## config.mk

```make
export PLATFORM = sky130hd
export DESIGN_NAME = order_scheduler
export DESIGN_NICKNAME = d
export VERILOG_FILES = /design/src/rtl/game_pkg.sv /design/src/rtl/second_prescaler.sv /design/src/rtl/order_scheduler.sv
export SDC_FILE = /design/constraint.sdc
export NUM_CORES = 1
export LEC_CHECK = 0
export ABC_AREA = 1
export CAP_MARGIN = 20
export CORE_MARGIN = 10
export CORE_UTILIZATION = 54
export DETAILED_ROUTE_END_ITERATION = 12
export GPL_ROUTABILITY_DRIVEN = 1
export HOLD_SLACK_MARGIN = 0.08
export PLACE_DENSITY = 0.78
export REMOVE_ABC_BUFFERS = 1
export SLEW_MARGIN = 25
export SYNTH_ARGS = -nofsm -noshare
export SYNTH_HDL_FRONTEND = slang
export SYNTH_SLANG_ARGS = --single-unit
```

## constraint.sdc

```tcl
create_clock -name clock -period 6.1 [get_ports clock]
set_clock_uncertainty 0.2 [all_clocks]
set_input_delay 1.83 -clock clock [delete_from_list [all_inputs] [get_ports clock]]
set_output_delay 1.83 -clock clock [all_outputs]
set_load 0.01 [all_outputs]
```

## src/rtl/game_pkg.sv

```systemverilog
// Shared game definitions: round states, queue geometry, score width and the
// saturating score helper used by the scheduler and the graphics side.
package game_pkg;

  typedef enum logic [2:0] {
    WELCOME   = 3'd0,
    PLAYING   = 3'd1,
    GAME_OVER = 3'd2
  } game_state_t;

  localparam int MAX_ORDERS   = 4;
  localparam int ORDER_TIME_W = 5;
  localparam int SCORE_W      = 10;
  localparam logic [SCORE_W-1:0] SCORE_MAX = '1;

  // Clamp a signed intermediate score into 0..SCORE_MAX.
  function automatic logic [SCORE_W-1:0] sat_score(input int v);
    if (v < 0) return '0;
    else if (v > int'(SCORE_MAX)) return SCORE_MAX;
    else return v[SCORE_W-1:0];
  endfunction

endpackage

```

## src/rtl/second_prescaler.sv

```systemverilog
// Divides the pixel clock down to a one-cycle pulse per elapsed second.
// The pulse is combinational on the wrap cycle; the caller registers it.
module second_prescaler #(
  parameter int CLK_HZ = 65_000_000
) (
  input  logic clock,
  input  logic reset,
  input  logic enable,
  input  logic clear,
  output logic tick
);

  localparam int CNT_W = (CLK_HZ > 1) ? $clog2(CLK_HZ) : 1;

  logic [CNT_W-1:0] count;

  assign tick = enable && !clear && (count == CNT_W'(CLK_HZ - 1));

  always_ff @(posedge clock or negedge reset) begin
    if (!reset) begin
      count <= '0;
    end else if (clear) begin
      count <= '0;
    end else if (enable) begin
      count <= tick ? '0 : count + 1'b1;
    end
  end

endmodule

```

## src/rtl/order_scheduler.sv

```systemverilog
// Round controller: game state machine, 1 s timebase, age-ordered order queue
// with ageing/expiry/compaction/spawn, and serve/expiry scoring.
module order_scheduler
  import game_pkg::*;
#(
  parameter int CLK_HZ            = 65_000_000,
  parameter int GAME_SECONDS      = 180,
  parameter int ORDER_SECONDS     = 30,
  parameter int ORDER_GAP_SECONDS = 20,
  parameter int POINTS_PER_ORDER  = 20,
  parameter int PENALTY           = 10
) (
  input  logic                                     clock,
  input  logic                                     reset,
  input  logic                                     start,
  input  logic                                     serve,
  output logic [2:0]                               game_state,
  output logic [7:0]                               time_left,
  output logic [SCORE_W-1:0]                       point_total,
  output logic [3:0]                               orders,
  output logic [MAX_ORDERS-1:0][ORDER_TIME_W-1:0] order_times,
  output logic                                     tick
);

  localparam int GAP_W = $clog2(ORDER_GAP_SECONDS + 1);
  localparam logic [ORDER_TIME_W-1:0] NEW_ORDER = ORDER_TIME_W'(ORDER_SECONDS);

  game_state_t                              state_q, state_d;
  logic [7:0]                               time_q;
  logic [SCORE_W-1:0]                       score_q, score_d;
  logic [2:0]                               cnt_q, cnt_d;
  logic [MAX_ORDERS-1:0][ORDER_TIME_W-1:0] times_q, times_d;
  logic [GAP_W-1:0]                         gap_q, gap_inc;
  logic                                     tick_q;

  logic                    playing, start_game, sec_tick, serve_ok;
  logic                    spawn_due, round_end;
  logic [ORDER_TIME_W-1:0] slot;
  logic [2:0]              n_expired;

  // start and serve are single-cycle pulses sampled on the rising edge; there is
  // no ready: a pulse is either acted on in that cycle or dropped for good.
  assign playing    = (state_q == PLAYING);
  assign start_game = start && !playing;
  assign serve_ok   = serve && playing && (cnt_q != 3'd0);
  assign gap_inc    = gap_q + 1'b1;
  assign spawn_due  = sec_tick && (gap_inc == GAP_W'(ORDER_GAP_SECONDS));
  assign round_end  = sec_tick && (time_q == 8'd1);

  second_prescaler #(.CLK_HZ(CLK_HZ)) u_prescaler (
    .clock  (clock),
    .reset  (reset),
    .enable (playing),
    .clear  (start_game),
    .tick   (sec_tick)
  );

  always_comb begin
    state_d = state_q;
    case (state_q)
      WELCOME, GAME_OVER: if (start) state_d = PLAYING;
      PLAYING:            if (round_end) state_d = GAME_OVER;
      default:            state_d = WELCOME;
    endcase
  end

  // Queue next state: a served head is skipped, the rest age and either expire
  // or pack toward slot 0; a due spawn appends last if the pre-tick queue had room.
  always_comb begin
    times_d   = '0;
    cnt_d     = '0;
    n_expired = '0;
    slot      = '0;
    for (int i = 0; i < MAX_ORDERS; i++) begin
      if ((3'(i) < cnt_q) && !(serve_ok && (i == 0))) begin
        slot = times_q[i];
        if (sec_tick) slot = slot - 1'b1;
        if (slot == '0) begin
          n_expired = n_expired + 1'b1;
        end else begin
          times_d[cnt_d[1:0]] = slot;
          cnt_d = cnt_d + 1'b1;
        end
      end
    end
    if (spawn_due && (cnt_q < 3'(MAX_ORDERS))) begin
      times_d[cnt_d[1:0]] = NEW_ORDER;
      cnt_d = cnt_d + 1'b1;
    end
  end

  always_comb begin
    score_d = sat_score(int'(score_q)
                        + (serve_ok ? POINTS_PER_ORDER + int'(times_q[0]) : 0)
                        - PENALTY * int'(n_expired));
  end

  always_ff @(posedge clock or negedge reset) begin
    if (!reset) begin
      state_q <= WELCOME;
    end else begin
      state_q <= state_d;
    end
  end

  always_ff @(posedge clock or negedge reset) begin
    if (!reset) begin
      time_q  <= 8'(GAME_SECONDS);
      score_q <= '0;
      cnt_q   <= '0;
      times_q <= '0;
      gap_q   <= '0;
      tick_q  <= 1'b0;
    end else begin
      tick_q <= sec_tick;
      if (start_game) begin
        time_q  <= 8'(GAME_SECONDS);
        score_q <= '0;
        cnt_q   <= 3'd1;
        times_q <= {{((MAX_ORDERS - 1) * ORDER_TIME_W){1'b0}}, NEW_ORDER};
        gap_q   <= '0;
      end else if (playing) begin
        score_q <= score_d;
        if (round_end) begin
          time_q  <= '0;
          cnt_q   <= '0;
          times_q <= '0;
          gap_q   <= '0;
        end else begin
          cnt_q   <= cnt_d;
          times_q <= times_d;
          if (sec_tick) begin
            time_q <= time_q - 1'b1;
            gap_q  <= spawn_due ? '0 : gap_inc;
          end
        end
      end
    end
  end

  assign game_state  = state_q;
  assign time_left   = time_q;
  assign point_total = score_q;
  assign orders      = {1'b0, cnt_q};
  assign order_times = times_q;
  assign tick        = tick_q;

endmodule
```

# --- Word-level counts from Yosys, hierarchy flattened ---
# Cells that the tools add are included.
totals:
  register_bits: 76
  in_bits: 4
  wordCells: 152
op_classes:
  add_sub_neg: 17
  multipliers: 1
  n_lt_le_gt_ge: 15
  n_eq_ne: 7
  muxes: 71
  n_bitwise: 3
  n_reduce_logical: 27
ops:
  columns: ["op", "n"]
  rows:
  - ["20-bit 2-to-1 mux", 10]
  - ["5-bit 2-to-1 mux", 19]
  - ["26-bit 2-to-1 mux", 3]
  - ["20-bit bitwise mux", 3]
  - ["3-bit 2-to-1 mux", 18]
  - ["5-bit demux with 2-bit select", 4]
  - ["10-bit 2-to-1 mux", 4]
  - ["8-bit 2-to-1 mux", 4]
  - ["26-bit by 1-bit adder with 26-bit output, second input constant", 1]
  - ["26-bit equality test, second input constant", 1]
  - ["3-bit by 1-bit adder with 3-bit output, second input constant", 7]
  - ["5-bit logical NOT", 4]
  - ["5-bit by 1-bit subtractor with 5-bit output, second input constant", 4]
  - ["16-bit OR", 1]
  - ["1-bit logical AND", 13]
  - ["12-bit by 11-bit > comparator with 1-bit output, second input constant", 1]
  - ["12-bit by 1-bit less-than comparator with 1-bit output, second input constant", 1]
  - ["2-bit by 3-bit less-than comparator with 1-bit output, second input constant", 4]
  - ["11-bit by 7-bit subtractor with 12-bit output", 1]
  - ["10-bit by 6-bit adder with 11-bit output", 1]
  - ["8-bit by 1-bit equality test with 1-bit output, second input constant", 1]
  - ["2-bit by 1-bit >= comparator with 1-bit output, second input constant", 4]
  - ["8-bit by 1-bit subtractor with 8-bit output, second input constant", 1]
  - ["5-bit by 5-bit adder with 6-bit output, first input constant", 1]
  - ["21 further kinds", 30]

# --- Longest topological paths before layout ---
# Gate-level depths: netlist of the first run.
logic_depth:
  depth_word: 30
  ltp_mapped: 39
  mapped_depth_nobuf: 38

# --- Modules after synthesis ---
# A second synthesis of the first run with hierarchy kept.
unflattened:
  hier_cells: 927
  hier_area_um2: 6538.8
by_module_without_submodules:
  columns: ["module", "instances", "cells_each", "area_per_inst_um2", "seq_area_each_um2"]
  rows:
  - ["order_scheduler", 1, 678, 4712.0, 1231.2]
  - ["second_prescaler", 1, 249, 1826.8, 650.6]

# --- Least setup slack after synthesis of the first run ---
# OpenSTA, ideal clock, no wires.
synth_path:
  path_type: "input-to-reg"
  startpoint: "in serve"
  endpoint: "reg score_q[7] (netlist: point_total[7])"
  setup_ps: 132
  t_arrival_ps: 6064
  t_required_ps: 5768
  slack_ps: -297
  stages: 27
  path_buffers: 0
  cell_sequence: "nand3_1 nand2_1 nor2_4 ha_1 nand2_1 nand2_4 ha_1 mux2_2 ha_1 nand2_1 xnor2_1 ha_1 ha_1 ha_1 inv_1 fa_1 ha_1 a21oi_1 o211ai_1 nand2_1 a21oi_1 nor2_1 xor2_1 nand2_1 nand2_1 nand2_1 o21ai_0"
synth_via:
  elab_chain_len: 21
  word_cells_on_any_way: 24
  cone_classes: "5 x add/sub; 1 x mul; 2 x order compare; 12 x mux; 4 x reduce/logical"
synth_lines:
  columns: ["item", "line", "rtl"]
  rows:
  - ["from (decl)", "order_scheduler.sv:16", "input logic serve,"]
  - ["1-bit logical AND * (2 in a row)", "order_scheduler.sv:45", "assign serve_ok = serve && playing && (cnt_q != 3'd0);"]
  - ["1-bit logical NOT", "order_scheduler.sv:75", "if ((3'(i) < cnt_q) && !(serve_ok && (i == 0))) begin"]
  - ["1-bit logical AND", "order_scheduler.sv:75", null]
  - ["1-bit 2-to-1 mux", "order_scheduler.sv:75", null]
  - ["3-bit by 1-bit adder with 3-bit output", "order_scheduler.sv:79", "n_expired = n_expired + 1'b1;"]
  - ["3-bit 2-to-1 mux", "order_scheduler.sv:78", "if (slot == '0) begin"]
  - ["3-bit 2-to-1 mux", "order_scheduler.sv:75", null]
  - ["3-bit by 1-bit adder with 3-bit output", "order_scheduler.sv:79", null]
  - ["[4 not listed]", null, null]
  - ["3-bit 2-to-1 mux", "order_scheduler.sv:75", null]
  - ["3-bit by 3-bit multiplier with 6-bit output", "order_scheduler.sv:95", "- PENALTY * int'(n_expired));"]
  - ["11-bit by 7-bit subtractor with 12-bit output *", "order_scheduler.sv:95", null]
  - ["12-bit by 11-bit > comparator with 1-bit output", "game_pkg.sv:19", "else if (v > int'(SCORE_MAX)) return SCORE_MAX;"]
  - ["10-bit 2-to-1 mux", "game_pkg.sv:19", null]
  - ["10-bit 2-to-1 mux *", "game_pkg.sv:18", "if (v < 0) return '0;"]
  - ["10-bit 2-to-1 mux *", "order_scheduler.sv:122", "end else if (playing) begin"]
  - ["10-bit 2-to-1 mux *", "order_scheduler.sv:116", "if (start_game) begin"]
  - ["to (signal assigned)", "order_scheduler.sv:123", "score_q <= score_d;"]
  - ["to (decl)", "order_scheduler.sv:30", "logic [SCORE_W-1:0] score_q, score_d;"]
# Mark *: on every way between the ends. The rest lies on a longest branch, timed or not. The select of a mux whose other input is x is not followed.
# A chain may end at the register's enable or synchronous reset.

# --- Worst setup path after layout of the first run ---
# Same ends and word-level chain as after synthesis.

==> results of run 1 <==
flip-flops by register name, summed over array words and instances, names as in the netlist:
signal / cells
cnt_q: 3
game_state: 2
tick: 1
gap_q: 5
point_total: 10
order_times: 20
time_left: 8
u_prescaler.count: 26
power by group through the flow:
stage | Clock, mW | Combinational [mW] | Sequential (mW)
3_3_place_gp | 0 | 0.983 | 0.645
6_report | 0.621 | 1.10 | 0.639
2_1_floorplan | 0 | 0.620 | 0.648
4_1_cts | 0.633 | 1.07 | 0.639
3_5_place_dp | 0 | 1.01 | 0.645
5_1_grt | 0.650 | 1.24 | 0.649
worst register-to-register path: cells and delay by family (launching register included):
kind                     cells  cell delay [ns]
AND/OR/NAND/NOR             16             1.51
AO/OA/AOI/OAI                4             0.52
adder cells (fa/ha/maj)      9             2.23
XOR/XNOR                     1             0.08
flip-flops                   1             0.36
multiplexers                 1             0.29
buffers and inverters        5             0.46
worst max path at each step:
stage          start                          to  slack [ns]  cells after the start
2_1_floorplan  serve  point_total[7]$_DFFE_PN0P_       -0.30                     27
6_report       serve  point_total[7]$_DFFE_PN0P_        0.19                     28
5_1_grt        serve  point_total[7]$_DFFE_PN0P_       -0.02                     28
4_1_cts        serve  point_total[7]$_DFFE_PN0P_       0.005                     28
3_3_place_gp   serve  point_total[7]$_DFFE_PN0P_       -0.75                     28
3_5_place_dp   serve  point_total[9]$_DFFE_PN0P_       -0.90                     28
logic make-up (layout without fill, tap and decap cells):
family / after synthesis / after routing / share of synthesized area (%)
other: 1 / 2 / 0.05963
AOI/OAI and AO/OA: 108 / 108 / 9.570
xor gates and xnor gates: 33 / 33 / 4.596
muxes: 1 / 1 / 0.1791
DFF: 75 / 75 / 29.92
adders and majority gates: 47 / 47 / 9.948
buffers and inverters: 158 / 258 / 9.769
and+or+nand+nor: 493 / 493 / 35.95
per-stage QoR:
step                hold WS, ns  worst slack [ns]
floorplan                0.2572           -0.2971
global placement         0.2831           -0.7549
detailed placement       0.2888           -0.9014
CTS                      0.3010          0.004948
global route             0.3446          -0.01682
finish                   0.3027            0.1942
layer usage:
layer  global-route usage, %  up-vias  share of wire [%]
li1                        -     3124                  -
met1                   26.49     2905                 45
met2                   34.61      196                 47
met3                   4.301       34                5.9
met4                   8.411        0                2.3
met5                       0        -                  0
synth_stat cells, types with 3 or more instances:
| cell | instances |
|---|---|
| clkinv_1 | 3 |
| inv_1 | 122 |
| xor2_1 | 24 |
| and2_1 | 3 |
| ha_1 | 42 |
| nand4_1 | 13 |
| a21oi_1 | 35 |
| o22ai_1 | 3 |
| nand2_2 | 14 |
| clkbuf_1 | 6 |
| inv_2 | 18 |
| o211ai_1 | 3 |
| nand3_2 | 6 |
| nor2_1 | 66 |
| o21ai_0 | 42 |
| nor3_1 | 21 |
| nor4_1 | 4 |
| dfrtp_1 | 71 |
| and3_1 | 3 |
| fa_1 | 5 |
| o21ai_1 | 10 |
| nand2_1 | 270 |
| nand3_1 | 69 |
| nor2_2 | 7 |
| nor2_4 | 9 |
| xnor2_1 | 9 |
| buf_2 | 4 |
| dfstp_2 | 4 |
what timing repair did:
item                                    CTS  global route
pin swaps                                11            21
buffers inserted                          4             5
endpoints found under the setup margin   10            10
gates resized for setup                  15            29
final cells by class:
type | instances | area, sq um | share of cell area (%)
timing repair buffer | 98 | 869.6 | 11.16
tap | 143 | 178.9 | 2.297
sequential | 75 | 1882 | 24.16
clock buffer | 9 | 225.2 | 2.892
clock inverter | 7 | 116.4 | 1.494
multi-input combinational | 684 | 3971 | 50.99
inverter | 144 | 545.5 | 7.004
==> flow_summary.ini, run 1 <==
[outcome]
status = complete, no violations

[route]
vias = 6259
wl_per_cell_microns = 14.85
postRouteAntennaNets = 0
viasPerCell = 5.396
postRouteWirelength_microns = 17230
drt_iter0_drc = 537
dr.pass1.iters = 7
drc = 0

[cells_and_area]
drive_gt1_share_pct = 16.52
fin_nets = 1063
final_common_cell = nand2_1
most-common-layout-cells = 262 x nand2_1, 120 x inv_1, 71 x dfrtp_1
n_fill_cell = 964
fin_cells = 1160
syn_to_final_growth_pct = 23.86
post-route-util_pct = 68.21
final_area_sq_mm = 0.007789
num_antenna_cells = 0

[timing]
max_freq_mhz = 169.3
tightest_slew_ns = 0.6528
period_minus_slack_ns = 5.906
slew-limit-headroom_pct = 56.11
hold_viol = 0
finalSetupViolations = 0
fin_setup_tns_ns = 0
maxSlewViolCount = 0
min_period_over_period_pct = 96.82

[power_and_ir_drop]
power_mw = 2.361
p_sw_share_pct = 36.90
switchingPower_mw = 0.8712
p_leak_nw = 3.916
p_int_mw = 1.490
pwr-share-comb_pct = 46.6
power.density_mw_per_mm2 = 303.1
ir_worst_vdd_mv = 0.3130
seqPwrFrac_pct = 27.1
clkPwrFrac_pct = 26.3

[flow_run]
drv_cap = 0

[worst_setup_path]
path_common_cell = ha_4
worstPathArrival_ns = 5.91
slowest_stage = fa_2
cp-end-kind = register
cp_max_fo = 10
crit_buf_inv = 5
worstRegToRegCells = 36
criticalPathCategory = in2reg
worstSetupStartpointType = primary input
r2r_start = u_prescaler.count[1]$_DFFE_PN0P_
slowest_delay_ns = 0.58
ff2ff_setup_slack_ns = 0.31
reg2reg_to = point_total[7]$_DFFE_PN0P_
cp_top_family = adder cells
cp.required_ns = 6.11

[global_routing]
grt_pass1_wl_microns = 28350
antenna_found_initial = 0
grt-ovfl-total = 0
grt_pass1_vias = 6037
track_usage_pct = 21.08
grt_max_degree = 76

[synth]
ys_ff_latch = 75
ys.flop_type = dfrtp_1
netlist-cell-type-count = 50
synth_cells = 916
synth_top_area_share_pct = 28.25
syn-cell-area_sq_mm = 0.006289
synth_area_per_cell_sq_um = 6.865
synth_largest_area_cell = dfrtp_1
synthTopCellsByArea = dfrtp_1 28%, nand2_1 16%, ha_1 8.4%, inv_1 7.3%, nand3_1 5.5%
synth_edf_count = 0
yosysSeqAreaShare_pct = 29.92
synth_warnings = 0
async_flop_share_pct = 100.0

[worst_hold_path]
whs_path_depth = 1
hold_path_end = u_prescaler.count[25]$_DFFE_PN0P_
min_from = u_prescaler.count[25]$_DFFE_PN0P_
hp-class = reg2reg

[die]
core-area_sq_mm = 0.01142
die_h_microns = 127.9
die_w_microns = 127.9
rows = 39
dieArea_sq_mm = 0.01636
ios = 50
start_util_pct = 55.07

[place]
port_buffers = 47
place_inst = 1134
finalWeightedCongestion = 0.9900
hpwl_microns = 12510
dpl_cell_area_sq_mm = 0.007177

[cts]
cts_buffer_depth = 2
clkTransAtPathRegs_ns = 0.06
cts_buffers = 9
worstSkewPairLatency_ns = 0.36
cts_tree = built
numClockSinks = 75
cts_root_buf = clkbuf_16
ctsHoldBuffers = 0
h-tree-depth = 3
(Power assumes the default switching activity.)
==> run 2: changes to the inputs <==
--- a/config.mk
+++ b/config.mk
@@ -5,7 +5,6 @@
 export SDC_FILE = /design/constraint.sdc
 export NUM_CORES = 1
 export LEC_CHECK = 0
-export ABC_AREA = 1
 export CAP_MARGIN = 20
 export CORE_MARGIN = 10
 export CORE_UTILIZATION = 54
==> run 2 against run 1 <==
Compared with the run above: the flow now finishes with violations (setup timing); clock power fell by 28%; worst setup slack worse by 0.35 ns; final cell count shrank 16%; critical path type is now reg2reg; largest cell class unchanged; core utilization is 1.5 points higher; critical endpoint is now point_total[2]$_DFFE_PN0P_.
==> flow_summary.ini, run 2 <==
[worst_hold_path]
hp-class = reg2reg

[timing]
tightest_slew_ns = 0.9571
max_freq_mhz = 159.9
slew-limit-headroom_pct = 35.90
hold_viol = 0
finalSetupViolations = 10
min_period_over_period_pct = 102.5
rsz0062_at_grt = true
setup_ws_ns = -0.1537
maxSlewViolCount = 0
period_minus_slack_ns = 6.254

[cts]
ctsHoldBuffers = 0
h-tree-depth = 3
clkTransAtPathRegs_ns = 0.08
worstSkewPairLatency_ns = 0.37
numClockSinks = 75
cts_buffers = 9
cts_root_buf = clkbuf_8
cts_tree = built
cts_buffer_depth = 2

[route]
vias = 6052
postRouteWirelength_microns = 19040
drt_iter0_drc = 557
postRouteAntennaNets = 0
wl_per_cell_microns = 19.63
viasPerCell = 6.239
dr.pass1.iters = 7
drc = 0

[place]
dpl_cell_area_sq_mm = 0.007012
finalWeightedCongestion = 0.9830
port_buffers = 47
hpwl_microns = 13660

[synth]
netlist-cell-type-count = 78
ys_ff_latch = 75
synthTopCellsByCount = 77 x nand2_1, 71 x dfrtp_1, 62 x nor2_1
synth_cells = 712
synthTopCellsByArea = dfrtp_1 30%, ha_1 8.8%, nand2_1 4.8%, o21ai_0 4.2%, nor2_1 3.9%
synth_area_per_cell_sq_um = 8.374
ys.flop_type = dfrtp_1
yosysSeqAreaShare_pct = 31.56
synth_warnings = 0
synth_largest_area_cell = dfrtp_1
synth_edf_count = 0
synth_top_area_share_pct = 29.80
async_flop_share_pct = 100.0
yosysMostFrequentCell = nand2_1
syn-cell-area_sq_mm = 0.005962

[cells_and_area]
seq_area_sq_mm = 0.001882
multi_input_area_sq_mm = 0.004050
most-common-layout-cells = 79 x buf_4, 75 x nand2_1, 71 x dfrtp_1
final_area_sq_mm = 0.007556
n_fill_cell = 877
post-route-util_pct = 69.70
largest_reg_flops = 26
largest_register = u_prescaler.count
drive_gt1_share_pct = 18.92
final_common_cell = buf_4
syn_to_final_growth_pct = 26.74
fin_nets = 876
num_antenna_cells = 0

[global_routing]
grt_max_degree = 76
grt-ovfl-total = 0
track_usage_pct = 23.34
grt_pass1_vias = 5977
antenna_found_initial = 0
grt_pass1_wl_microns = 30550

[worst_setup_path]
cp_top_family = adder cells
cp-end-kind = register
path_common_cell = ha_4
criticalPathCategory = reg2reg
slowest_delay_ns = 0.58
cp.required_ns = 6.19
cp_max_fo = 5
worstPathArrival_ns = 6.34
slowest_stage = or4_4
crit_buf_inv = 5
worstSetupStartpointType = register

[die]
die_w_microns = 125.1
start_util_pct = 55.00
rows = 38
ios = 50
die_h_microns = 125.1
dieArea_sq_mm = 0.01564
core-area_sq_mm = 0.01084

[power_and_ir_drop]
ir_worst_vdd_mv = 0.3954
power.density_mw_per_mm2 = 291.6
p_leak_nw = 3.309

[flow_run]
drv_cap = 0

[outcome]
status = finished with violations
failed_checks = setup timing
## run 2: cell count changes in the layout (fill, tap and decap cells not counted), moves of 8 or more
cell       delta
inv_1        -88
xnor2_1      +17
nand2_2      -19
nand2_1     -187
nand3_1      -28
clkbuf_8     +11
nor2_4        -8
inv_2        -18
nand2b_1      +8
buf_4        +29
clkbuf_16     -9
a221o_1       +8
## run 2: path summary, 6_finish.rpt
check	start	end	slack (ns)	cells past startpoint
worst max register to register	u_prescaler.count[11]$_DFFE_PN0P_	point_total[2]$_DFFE_PN0P_	-0.15	28
worst min-delay path	u_prescaler.count[24]$_DFFE_PN0P_	u_prescaler.count[24]$_DFFE_PN0P_	0.29	1
max in group asynchronous	reset	point_total[1]$_DFFE_PN0P_	3.92	1
worst max-delay path	u_prescaler.count[11]$_DFFE_PN0P_	point_total[2]$_DFFE_PN0P_	-0.15	28
min in group asynchronous	reset	cnt_q[0]$_DFFE_PN0P_	1.27	1
worst min register to register	u_prescaler.count[24]$_DFFE_PN0P_	u_prescaler.count[24]$_DFFE_PN0P_	0.29	1
## run 2: routing by layer
| metal | global-route usage [%] | up-vias | routed length, microns |
|---|---|---|---|
| li1 | - | 2786 | - |
| met1 | 29.90 | 2929 | 7911 |
| met2 | 36.84 | 287 | 8916 |
| met3 | 5.788 | 50 | 1703 |
| met4 | 9.553 | 0 | 505 |
| met5 | 0 | - | 0 |
## run 2: kinds of logic (layout without fill, tap and decap cells)
family	count (synthesis)	after routing	synth area share [%]
fa+ha+maj	47	47	10.49
xor+xnor	50	50	7.345
buf+inv	62	179	4.302
simple gates	302	302	26.15
compound gates	165	165	18.17
flops	75	75	31.56
other cells	1	2	0.06290
mux	10	10	1.910
## run 2: per-stage QoR
| stage | cells | hold WS (ns) | total power [mW] | TNS, ns | setup slack [ns] |
|---|---|---|---|---|---|
| 3_5_place_dp | 943 | 0.2768 | 1.617 | -7.888 | -0.8124 |
| 5_1_grt | 970 | 0.3121 | 2.348 | -2.842 | -0.3099 |
| 3_3_place_gp | 943 | 0.2575 | 1.558 | -5.699 | -0.5761 |
| 6_report | 970 | 0.2871 | 2.203 | -1.237 | -0.1537 |
| 4_1_cts | 965 | 0.2894 | 2.145 | -1.408 | -0.1724 |
| 2_1_floorplan | 686 | 0.2425 | 1.226 | -10.22 | -1.035 |
## run 2: layout make-up
| cell class | count | area share, % |
|---|---|---|
| well taps | 140 | 2.318 |
| multi-input cells | 576 | 53.60 |
| flip-flops and latches | 75 | 24.90 |
| clock inverters | 4 | 0.9770 |
| clock buffers | 12 | 2.053 |
| inverters | 35 | 1.772 |
| repair buffers | 128 | 14.37 |
## run 2: timing repair
| action | in CTS | in global routing |
|---|---|---|
| pin swaps | 18 | 15 |
| resized for setup | 37 | 18 |
| buffers inserted | 5 | 5 |
| endpoints found under the setup margin | 10 | 10 |
| cloned | 1 | 0 |
## run 2: report_power, final
group / leakage (nW) / internal, mW / switching, mW
Clock: 0.117 / 0.253 / 0.195
Sequential: 0.991 / 0.563 / 0.0661
Combinational: 2.20 / 0.545 / 0.582
==> variant 1: new RTL, flow settings as in run 1 <==
Reset style: synchronous (`reset`), changed in 3 clocked blocks.
--- a/src/rtl/second_prescaler.sv
+++ b/src/rtl/second_prescaler.sv
@@ -16,7 +16,7 @@
 
   assign tick = enable && !clear && (count == CNT_W'(CLK_HZ - 1));
 
-  always_ff @(posedge clock or negedge reset) begin
+  always_ff @(posedge clock) begin
     if (!reset) begin
       count <= '0;
     end else if (clear) begin
--- a/src/rtl/order_scheduler.sv
+++ b/src/rtl/order_scheduler.sv
@@ -95,7 +95,7 @@
                         - PENALTY * int'(n_expired));
   end
 
-  always_ff @(posedge clock or negedge reset) begin
+  always_ff @(posedge clock) begin
     if (!reset) begin
       state_q <= WELCOME;
     end else begin
@@ -103,7 +103,7 @@
     end
   end
 
-  always_ff @(posedge clock or negedge reset) begin
+  always_ff @(posedge clock) begin
     if (!reset) begin
       time_q  <= 8'(GAME_SECONDS);
       score_q <= '0;
Behaviour: differs if reset is asserted again (counterexample within 4 cycles, from zero or initial values and one cycle with reset low); with reset held inactive, the same outputs for 10 cycles.
==> variant 1 against run 1 <==
Synthesized area fell by 5.5%. Via count fell by 6.7%. Sequential cell count stayed put. Worst setup slack improved by 0.0040 ns. Design area shrank 7.7%. Global-route usage fell by 2.0 points. Hold slack worse by 0.031 ns. Power is 1.3% higher. Count of clock-buffer cells in the layout grew 1. Critical path depth grew 3. Routed wire length down 12%. Register-to-register slack better by 0.04 ns. Core utilization shrank 1.6 points. Critical path type unchanged. Highest routed layer unchanged.
==> variant 1: results (changes against run 1) <==
The share of layout cells above drive strength 1 is 15.9% (was 16.5%). The clock transition time at the flip-flop clock pins of the worst setup and hold paths is 0.08 ns (was 0.06 ns). Dominant cells by area after synthesis: sky130_fd_sc_hd__dfxtp_1, sky130_fd_sc_hd__nand2_1, sky130_fd_sc_hd__ha_1, sky130_fd_sc_hd__inv_1, sky130_fd_sc_hd__a21oi_1 (was sky130_fd_sc_hd__dfrtp_1, sky130_fd_sc_hd__nand2_1, sky130_fd_sc_hd__ha_1, sky130_fd_sc_hd__inv_1, sky130_fd_sc_hd__nand3_1). The fill cell total of the finished layout came out at 975 (was 964).

The clock latency at the later pin of the worst-skew pair is 0.38 ns (was 0.36 ns). The final hold slack is 0.271 ns (was 0.303 ns). The source of the worst hold timing path is u_prescaler.count[19] (was u_prescaler.count[25]). The destination of the worst hold path was u_prescaler.count[19] (was u_prescaler.count[25]).

The global-route track usage on met3 is 5.57% (was 4.30%). The total vias in the final route is 5842 (was 6259). The fraction of power spent switching nets is 39.6% (was 36.9%). Most numerous cell types in the synthesized netlist: sky130_fd_sc_hd__nand2_1, sky130_fd_sc_hd__inv_1, sky130_fd_sc_hd__nor2_1 (was sky130_fd_sc_hd__nand2_1, sky130_fd_sc_hd__inv_1, sky130_fd_sc_hd__dfrtp_1).

The reg-to-reg critical path endpoint is point_total[3] (was point_total[7]). The leakage power came out at 3.17 nW (was 3.92 nW). The number of nets in the final layout was 1040 (was 1063). The global routing met1 resource utilization was 22.2% (was 26.5%). The actual transition at the worst max-transition pin is 0.742 ns (was 0.653 ns). The post-placement worst setup slack is -0.865 ns (was -0.901 ns). The cell with the largest stage delay on the worst path was sky130_fd_sc_hd__fa_1 (was sky130_fd_sc_hd__fa_2). The routed via count divided by cell count is 5.16 (was 5.40). The data arrival time at the worst-slack endpoint came out at 6.01 ns (was 5.91 ns). The routed length on met3 came out at 706 um (was 1010 um).

The share of flip-flops with an asynchronous set or reset after synthesis is 0% (was 100%). The global-route wire length before repair came out at 25400 um (was 28400 um). The start of the worst register-to-register path is u_prescaler.count[1] (unchanged). The first-pass iteration count of the detailed router is 5 (was 7).

The number of resized instances in the post-cts repair step is 20 (was 15). The worst vdd rail ir drop is 0.000574 V (was 0.000313 V). The pin count of the biggest net entering global routing was 43 (was 76).

The detailed-placement wirelength estimate was 11300 um (was 12500 um). The sequential share of the synthesized area was 25.3% (was 29.9%). The wire length on met1 is 6810 um (was 7690 um). The routed wire length on met2 is 7260 um (was 8130 um). The final RePlAce weighted congestion is 0.940 (was 0.990). The cell count after placement came out at 1111 (was 1134). The clock tree root driver cell was sky130_fd_sc_hd__clkbuf_8 (was sky130_fd_sc_hd__clkbuf_16). The biggest fanout along the worst timing path is 6 (was 10).

The distinct cell type count after synthesis was 51 (was 50). The maximum single-stage delay on the critical path came out at 0.52 ns (was 0.58 ns). The depth of the most critical reg-to-reg path came to 38 (was 36). Result of the run: completed (unchanged). The met2 usage came to 31.9% (was 34.6%).
-- variant 1: worst max-delay path by stage --
stage | cells after the start | start | slack [ns] | to
finish | 31 | serve | 0.20 | point_total[3]
detailed placement | 30 | serve | -0.87 | point_total[9]
global route | 31 | serve | -0.02 | point_total[3]
global placement | 30 | serve | -0.79 | point_total[0]
floorplan | 29 | serve | -0.24 | point_total[0]
CTS | 32 | serve | 0.12 | point_total[4]
-- variant 1: worst max-delay path: cells and delay by family --
family	cells	cell delay (ns)
xor+xnor	1	0.16
compound gates	4	0.47
fa+ha+maj	8	2.13
buf+inv	3	0.22
simple gates	15	1.17
-- variant 1: final cells by class --
class                      count  share of cell area, %
timing repair buffer          88                   10.8
clock inverter                 5                   1.08
tap                          140                   2.44
clock buffer                  10                   1.91
sequential                    75                   20.9
inverter                     142                   7.52
multi-input combinational    672                   55.4
-- variant 1: stage by stage --
step | setup TNS (ns) | utilization (%) | area, um^2
6_report | 0 | 66.6 | 7190
3_5_place_dp | -8.35 | 62.5 | 6740
5_1_grt | -0.0210 | 66.6 | 7190
3_3_place_gp | -7.60 | 62.5 | 6740
2_1_floorplan | -2.15 | - | 5840
4_1_cts | 0 | 65.5 | 7070
-- variant 1: power by group through the flow --
stage | Sequential (W) | Clock, W | Combinational, W
floorplan | 0.000572 | 0 | 0.000767
global placement | 0.000567 | 0 | 0.00118
detailed placement | 0.000567 | 0 | 0.00119
CTS | 0.000555 | 0.000443 | 0.00128
global route | 0.000560 | 0.000463 | 0.00157
finish | 0.000555 | 0.000434 | 0.00140
-- variant 1: kinds of logic after synthesis --
group,after synthesis,share of synthesized area (%)
adders and majority gates,48,10.7
xor gates and xnor gates,31,5.01
and+or+nand+nor,465,36.1
DFF,75,25.3
other,1,0.0631
AOI/OAI and AO/OA,126,11.9
buffers and inverters,162,10.8
==> variant 2: new RTL, config.mk and constraints of run 1 <==
Made on the original files. Change the parameter `ORDER_GAP_SECONDS` from 20 to 10.
--- a/src/rtl/order_scheduler.sv
+++ b/src/rtl/order_scheduler.sv
@@ -6,7 +6,7 @@
   parameter int CLK_HZ            = 65_000_000,
   parameter int GAME_SECONDS      = 180,
   parameter int ORDER_SECONDS     = 30,
-  parameter int ORDER_GAP_SECONDS = 20,
+  parameter int ORDER_GAP_SECONDS = 10,
   parameter int POINTS_PER_ORDER  = 20,
   parameter int PENALTY           = 10
 ) (
Behaviour: no difference found for any inputs over 10 cycles, from zero or initial values and one cycle with reset low; that may be too few to reach the edited logic, so the function may still have changed.
==> variant 2 against run 1 <==
Worst setup slack worse by 0.16 ns. Hold slack better by 0.020 ns. Core utilization is 0.35 points higher. Register-to-register slack worse by 0.15 ns. Routed wire length is 0.42% higher. Sequential cell count is 1 lower. Critical endpoint is now point_total[9]. Synthesized area is 0.64% higher. Critical path type unchanged. Non-clock buffer count stayed put. Count of clock-buffer cells in the layout is 1 higher. Power is 3.6% higher. Sequential power is 0.6% lower. Design area is 0.95% higher.
==> variant 2: results (changes against run 1) <==
Result of the run: completed (unchanged). The global-route track usage on met3 is 4.05% (was 4.30%). The biggest fanout along the worst timing path came out at 2 (was 10).

The worst vdd rail ir drop came to 0.000348 V (was 0.000313 V). The share of layout cells above drive strength 1 came out at 19.2% (was 16.5%). The multiplexer area fraction after synthesis was 0.178% (was 0.179%).

The routed length on met3 came out at 1200 um (was 1010 um). The number of buffers added for setup after CTS is 5 (was 4). The met2 usage is 33.1% (was 34.6%). The destination of the critical timing path is point_total[9] (was point_total[7]). The global routing met1 resource utilization came out at 29.5% (was 26.5%). The number of global-route vias before repair came to 5909 (was 6037). The fraction of the core area covered by cells at the end of the flow came out at 68.6% (was 68.2%). The worst-case register-to-register setup slack is 0.16 ns (was 0.31 ns). The synthesized-area fraction occupied by ao, oa, aoi and oai cells is 9.65% (was 9.57%). The combinational fraction of design power is 52.3% (was 46.6%).

The sequential share of the synthesized area came out at 29.3% (was 29.9%). The distinct cell type count after synthesis came out at 56 (was 50). The share of total power in the clock network is 21.7% (was 26.3%). The post-detailed-placement cell area came to 0.00723 mm^2 (was 0.00718 mm^2). The share of final layout cell area taken by clock buffers and inverters came out at 3.63% (was 4.39%). The number of nets in the final layout was 1039 (was 1063). The wire length on met1 came out at 7870 um (was 7690 um). The count of clock buffers in the final design came out at 10 (was 9).

The remaining max-slew budget at the tightest pin came out at 54.0% (was 56.1%). The global-route wire length before repair is 29200 um (was 28400 um). The share of the synthesized netlist area taken by xor and xnor gates is 4.43% (was 4.60%). The average size of a mapped cell is 7.11 um^2 (was 6.87 um^2). The routed via count divided by cell count came out at 5.41 (was 5.40). Dominant cells by area after synthesis: sky130_fd_sc_hd__dfrtp_1, sky130_fd_sc_hd__nand2_1, sky130_fd_sc_hd__ha_1, sky130_fd_sc_hd__inv_1, sky130_fd_sc_hd__nand3_1 (unchanged). The aggregate global-route resource usage is 21.4% (was 21.1%). The count of clock tree sinks was 74 (was 75). The area share of buffers outside the clock network is 11.2% (about the same). The number of resized instances in the post-cts repair step came out at 29 (was 15).
[variant 2: changes by cell type after synthesis, moves of 5 or more]
| cell | before | now |
|---|---|---|
| sky130_fd_sc_hd__nand3_4 | 1 | 7 |
| sky130_fd_sc_hd__nand4_1 | 13 | 24 |
| sky130_fd_sc_hd__nor3_1 | 21 | 15 |
| sky130_fd_sc_hd__o21ai_0 | 42 | 36 |
| sky130_fd_sc_hd__nand2_4 | 2 | 7 |
| sky130_fd_sc_hd__a21oi_1 | 35 | 30 |
| sky130_fd_sc_hd__inv_1 | 122 | 103 |
| sky130_fd_sc_hd__nand2_1 | 270 | 259 |
| sky130_fd_sc_hd__nand3_1 | 69 | 60 |
[variant 2: worst register-to-register path: cells and delay by family (launching register included)]
family                   cells  cell delay, ns
AND/OR/NAND/NOR             16            1.55
multiplexers                 1            0.29
adder cells (fa/ha/maj)      9            2.25
XOR/XNOR                     2            0.22
buffers and inverters        2            0.17
AO/OA/AOI/OAI                6            0.76
flip-flops                   1            0.37
